`src/rtl/mul_out_fifo_bf16.sv`:
```
// Output buffer for the bf16 multiplier pipe.
// Captures every strobed product into a first-word-fall-through FIFO and
// replays it over a stb/ack handshake. The pipe cannot be stalled, so a push
// into a full FIFO is dropped. Drops are recorded in a sticky flag and a
// saturating counter.
module mul_out_fifo_bf16 #(
    parameter int DW        = 16,
    parameter int DEPTH     = 8,
    parameter int AFULL_LVL = DEPTH - 4
) (
    input  logic                       clk,
    input  logic                       rst,
    input  logic [DW-1:0]              input_z,
    input  logic                       input_z_stb,
    output logic [DW-1:0]              output_z,
    output logic                       output_z_stb,
    input  logic                       output_z_ack,
    output logic                       almost_full,
    output logic [$clog2(DEPTH):0]     level,
    output logic                       overflow,
    output logic [7:0]                 drop_cnt,
    input  logic                       ovf_clr
);

    localparam int AW = $clog2(DEPTH);
    localparam int LW = AW + 1;

    logic [DW-1:0] mem [DEPTH];
    logic [AW-1:0] wr_ptr_q, wr_ptr_d;
    logic [AW-1:0] rd_ptr_q, rd_ptr_d;
    logic [LW-1:0] level_q, level_d;
    logic          overflow_q, overflow_d;
    logic [7:0]    drop_cnt_q, drop_cnt_d;

    logic not_empty;
    logic full;
    logic pop;
    logic push;
    logic drop;

    assign not_empty = (level_q != '0);
    assign full      = (level_q == LW'(DEPTH));
    assign pop       = not_empty & output_z_ack;
    // A pop in the same cycle frees a slot, so a full FIFO can still accept.
    assign push      = input_z_stb & (~full | pop);
    assign drop      = input_z_stb & full & ~pop;

    // Next-state for pointers, occupancy and overflow bookkeeping.
    always_comb begin
        wr_ptr_d   = wr_ptr_q;
        rd_ptr_d   = rd_ptr_q;
        level_d    = level_q;
        overflow_d = overflow_q;
        drop_cnt_d = drop_cnt_q;

        if (push) wr_ptr_d = wr_ptr_q + AW'(1);
        if (pop)  rd_ptr_d = rd_ptr_q + AW'(1);

        case ({push, pop})
            2'b10:   level_d = level_q + LW'(1);
            2'b01:   level_d = level_q - LW'(1);
            default: level_d = level_q;
        endcase

        // A drop in the same cycle as a clear must still be recorded.
        if (drop) begin
            overflow_d = 1'b1;
            if (ovf_clr)                  drop_cnt_d = 8'd1;
            else if (drop_cnt_q != 8'hFF) drop_cnt_d = drop_cnt_q + 8'd1;
        end else if (ovf_clr) begin
            overflow_d = 1'b0;
            drop_cnt_d = 8'd0;
        end
    end

    // Control registers with synchronous active-low reset.
    always_ff @(posedge clk) begin
        if (!rst) begin
            wr_ptr_q   <= '0;
            rd_ptr_q   <= '0;
            level_q    <= '0;
            overflow_q <= 1'b0;
            drop_cnt_q <= 8'd0;
        end else begin
            wr_ptr_q   <= wr_ptr_d;
            rd_ptr_q   <= rd_ptr_d;
            level_q    <= level_d;
            overflow_q <= overflow_d;
            drop_cnt_q <= drop_cnt_d;
        end
    end

    // Storage array; writes are blocked while reset is asserted.
    always_ff @(posedge clk) begin
        if (rst && push) mem[wr_ptr_q] <= input_z;
    end

    // Head word is forced to zero when empty so stale entries never leak out.
    assign output_z     = not_empty ? mem[rd_ptr_q] : '0;
    assign output_z_stb = not_empty;
    assign almost_full  = (level_q >= LW'(AFULL_LVL));
    assign level        = level_q;
    assign overflow     = overflow_q;
    assign drop_cnt     = drop_cnt_q;

endmodule

```
`config.mk`:
```
export PLATFORM = sky130hd
export DESIGN_NAME = mul_out_fifo_bf16
export DESIGN_NICKNAME = d
export VERILOG_FILES = /design/src/rtl/mul_out_fifo_bf16.sv
export SDC_FILE = /design/constraint.sdc
export NUM_CORES = 1
export LEC_CHECK = 0
export BUFFER_PORTS_ARGS = -buffer_cell sky130_fd_sc_hd__buf_4
export CAP_MARGIN = 20
export CORE_MARGIN = 2
export CORE_UTILIZATION = 40
export CTS_CLUSTER_SIZE = 40
export DETAILED_ROUTE_END_ITERATION = 16
export PLACE_DENSITY = 0.54
export SLEW_MARGIN = 20
export SYNTH_ARGS = -nofsm -noshare
export SYNTH_HDL_FRONTEND = slang
export SYNTH_SLANG_ARGS = --single-unit
```
`constraint.sdc`:
```
create_clock -name clk -period 6.3 [get_ports clk]
set_input_delay 1.26 -clock clk [delete_from_list [all_inputs] [get_ports clk]]
set_output_delay 1.26 -clock clk [all_outputs]
set_load 0.02 [all_outputs]
```
# Word level (Yosys, flattened, before mapping)
# Memories as Yosys holds them, arrays and structs flattened. A register that Yosys moved wholly into a read port is not among the register bits.
# Cells that the tools add are included.
[op_classes] n_addsub=5 n_lt_le_gt_ge=1 n_eq_ne=4 n_mux=12 n_bitwise=7 n_reduce_logical=6
[op_table] op="8-bit two-way mux" count=4
[op_table] op="16-bit two-way mux" count=1
[op_table] op="8-bit by 1-bit adder with 8-bit output (second input constant)" count=1
[op_table] op="8-bit != test (second input constant)" count=1
[op_table] op="4-bit case mux with 2 select lines" count=1
[op_table] op="3-bit by 1-bit adder with 3-bit output (second input constant)" count=2
[op_table] op="3-bit two-way mux" count=2
[op_table] op="2-bit nonzero test" count=3
[op_table] op="4-bit by 1-bit adder with 4-bit output (second input constant)" count=1
[op_table] op="1-bit bitwise AND" count=4
[op_table] op="4-bit equality test (second input constant)" count=1
[op_table] op="4-bit by 3-bit greater-or-equal comparator with 1-bit output (second input constant)" count=1
[op_table] op="1-bit two-way mux" count=4
[op_table] op="4-bit nonzero test" count=1
[op_table] op="4-bit by 1-bit subtractor with 4-bit output (second input constant)" count=1
[op_table] op="2-bit by 1-bit equality test with 1-bit output (second input constant)" count=1
[op_table] op="2-bit equality test (second input constant)" count=1
[op_table] op="1-bit NOT" count=2
[op_table] op="2-bit AND reduction" count=1
[op_table] op="1-bit logical AND" count=1
[op_table] op="1-bit bitwise OR" count=1
[word_totals] ff_bits=19 mem_bits_rw=128 inputBits=21 output_inout_bits=31 word_cells=41 memories=1
[memory_table] memory="mem" depth=8 word_bits=16 rd=1 rd_clocked_by_memory_dff=1 write_ports=1 line_no="28" source="logic [DW-1:0] mem [DEPTH];"

# Logic depth before layout (Yosys ltp)
[logic_depth] depth_word=7 ltp_mapped=8

# Worst setup path after synthesis
# No wires, ideal clock.
[synth_path] path_kind="in2reg" startpoint="input input_z_stb" endpoint="memory mem[0][0], enable pin" setup_time_ns=0.430 arrival_ns=3.361 required_time_ns=5.870 path_slack_ns=2.509 path_stages=3 path_cell_list="buf_1 > o21ai_4 > nor4_1"
[synth_via] elab_chain_cells=4
[synth_rtl] element="start: declaration" line_no="14" source="input logic input_z_stb,"
[synth_rtl] element="1-bit bitwise AND" line_no="45" source="assign push = input_z_stb & (~full | pop);"
[synth_rtl] element="1-bit logical AND" line_no="95" source="if (rst && push) mem[wr_ptr_q] <= input_z;"
[synth_rtl] element="1-bit two-way mux" line_no="95"
[synth_rtl] element="1-bit two-way mux (not written as such)" line_no="95"
[synth_rtl] element="end: declaration" line_no="28"
# No other way between the ends.

==> impl_metrics.json <==
{
  "worst-setup-path-type": "flip-flop to primary output",
  "grt_pass1_vias": 3377,
  "ys_seq_elements": 150,
  "cts-resized-gates": 0,
  "clkTransAtPathRegs_ps": 60,
  "p_leak_nw": 2.414,
  "synth_seq_area_share_pct": 70.47,
  "power_frac_comb_pct": 15.8,
  "finalNetCount": 433,
  "viasPerCell": 5.334,
  "worstSkewPairLatency_ps": 410,
  "max_cap_viol_count": 0,
  "clock_skew_ps": 8.312,
  "h-tree-depth": 4,
  "synth_top_area_share_pct": 63.22,
  "power.total_w": 0.002449,
  "worst_ep_arrival_time_ps": 2290,
  "synthTopCellsByCount": "edfxtp_1 (128), mux4_2 (32), nor2_1 (32), dfxtp_1 (22), mux2i_1 (21)",
  "antenna_found_initial": 0,
  "rsz0062_at_grt": "false",
  "path_max_fanout": 32,
  "dp_hpwl_mm": 6.931,
  "cp-start-kind": "flip-flop",
  "synthArstFlopShare_pct": 0,
  "internal-power_w": 0.001848,
  "drc": 0,
  "cpMaxStageDelayCell": "mux4_2",
  "synthFlopType": "edfxtp_1",
  "timing.slew.headroom_pct": 48.03,
  "switching_share_pct": 24.52,
  "yosysWarningCount": 0,
  "syn_avg_cell_area_sq_um": 17.67,
  "path_cells": "buf_4, mux4_2, mux2i_1, nor2_1, buf_4",
  "cts_tree": "done",
  "hold_viol": 0,
  "synthesis.area_sq_mm": 0.006080,
  "postRouteAntennaNets": 0,
  "fin_crit_ps": 3549,
  "gp_congestion": 0.7853,
  "io_buffers": 51,
  "die_x_microns": 127.3,
  "hold_buffers": 0,
  "cts_setup_buffers": 0,
  "grt_pass1_wl_mm": 19.02,
  "outcome": "complete, no violations",
  "synth_edf_count": 128,
  "rows": 45,
  "dr.pass1.iters": 4,
  "yosys.area_share.simple_pct": 7.018,
  "crit_required_ps": 5040,
  "crit_path_max_incr_delay_ps": 580,
  "globalRouteTotalUtil_pct": 15.95,
  "synth_cell_type_count": 47,
  "num_vias": 3243,
  "synthCells": 344,
  "syn_nets": 369,
  "wl_mm": 11.89,
  "layout-drive-gt1-share_pct": 32.38,
  "finalCritPeriodShare_pct": 56.34,
  "drt-wirelength-per-cell_microns": 19.56,
  "cellPowerDensity_mw_per_mm2": 336.5,
  "fmax_mhz": 281.7,
  "worstMarginPinSlew_ps": 773.1,
  "ir_drop_uv": 169.0,
  "synth_xor_xnor_area_share_pct": 1.008,
  "whs_ps": 475.5,
  "clockBufferDepth": 2,
  "cts-root-buf": "clkbuf_16",
  "final_cells": 608,
  "synth_most_common_cell": "edfxtp_1",
  "cts.sinks": 150,
  "synth_fa_ha_area_share_pct": 0.8232,
  "antenna_cells": 0,
  "grt_max_degree": 33,
  "critPathMostFrequentCell": "buf_4",
  "core_area_sq_mm": 0.01503,
  "synth_compound_area_share_pct": 3.704,
  "end_kind": "primary output",
  "dieHeight_microns": 127.3,
  "synth_top_family_by_area": "multiplexers",
  "power.switching_w": 0.0006005,
  "r2r-start": "level[2]$_SDFFE_PN0P_",
  "min_from": "overflow$_SDFFE_PN0P_",
  "io_pins": 52,
  "slew_viol_final": 0,
  "dpl.cell_count": 577,
  "yosysTopAreaCell": "edfxtp_1",
  "die_area_sq_mm": 0.01620,
  "p_seq_share_pct": 45.9,
  "dr.first_iter.drc_count": 234,
  "synth_mux_area_share_pct": 15.31,
  "cts_buffers": 17,
  "initial_core_util_pct": 40.44,
  "area_delta_synth_final_pct": 19.70,
  "fillerInstances": 1297,
  "overflow": 0,
  "p_clk_share_pct": 38.3,
  "netlist_top_cells_area": "edfxtp_1 (63%), mux4_2 (12%), dfxtp_1 (7.2%)",
  "timing.setup.tns_ps": 0,
  "setup_viol": 0,
  "hold_path_class": "flip-flop to flip-flop"
}
power by group through the flow:
stage,combinational [W],sequential [W],clock (W)
detailed placement,0.000397,0.00115,0
global placement,0.000391,0.00114,0
floorplan,0.000269,0.00114,0
finish,0.000386,0.00112,0.000938
CTS,0.000397,0.00112,0.000959
global route,0.000422,0.00113,0.00100
final timing paths:
| path | to | slack (ps) | cells past startpoint |
|---|---|---|---|
| worst max-delay path | output_z[8] | 2750 | 5 |
| worst min-delay path | overflow$_SDFFE_PN0P_ | 480 | 2 |
| worst max register to register | mem[0][10]$_DFFE_PP_ | 3900 | 4 |
| worst min register to register | overflow$_SDFFE_PN0P_ | 480 | 2 |
through the flow:
stage	worst slack [ps]	area (sq um)	util, %
finish	2751	7277	48.41
global route	2574	7277	48.41
CTS	2671	7277	48.41
detailed placement	3127	6731	44.78
global placement	3142	6731	44.78
floorplan	2509	6080	-
logic make-up after synthesis:
logic type,count (synthesis)
AOI/OAI and AO/OA,28
xor gates and xnor gates,7
adders and majority gates,4
buffers and inverters,22
DFF,150
and+or+nand+nor,80
muxes,53
metal layers:
layer  GRT usage [%]  wire, microns
met1           21.63           5589
met2           25.07           5802
met3           4.271            389
met4           5.624            111
met5               0              0
layout by cell type (no fill, tap or decap), drive strengths merged, types with 3 or more instances in the layout:
cell type	synthesis	routed
edfxtp	128	128
buf	11	62
nor2	33	33
mux4	32	32
dfxtp	22	22
mux2i	21	21
clkbuf	6	19
nand3	10	10
nor3	10	10
clkinv	0	8
nand2	7	7
xor2	6	6
a21oi	6	6
inv	5	5
o211ai	5	5
a211oi	4	4
ha	4	4
o21ai	4	4
nand2b	3	3
nor4	3	3
or3	3	3
state kept, by name, summed over array words and instances, names as in the netlist, named ones only:
register,flops
wr_ptr_q,3
mem,128
drop_cnt,8
level,4
rd_ptr_q,3
overflow,1
critical path: cells and delay by family, from the launching register on:
| kind | cells | cell delay, ps |
|---|---|---|
| multiplexers | 2 | 750 |
| AND/OR/NAND/NOR | 1 | 70 |
| buffers and inverters | 2 | 720 |
| flip-flops | 1 | 310 |
cell type report:
cell class / count / area [sq um] / share of cell area [%]
multi-input cells: 172 / 1727 / 23.73
repair buffers: 62 / 465.4 / 6.396
clock buffers: 19 / 432.9 / 5.949
well taps: 188 / 235.2 / 3.232
flip-flops and latches: 150 / 4285 / 58.89
clock inverters: 12 / 112.6 / 1.547
inverters: 5 / 18.77 / 0.2579
(Power assumes the default switching activity.)
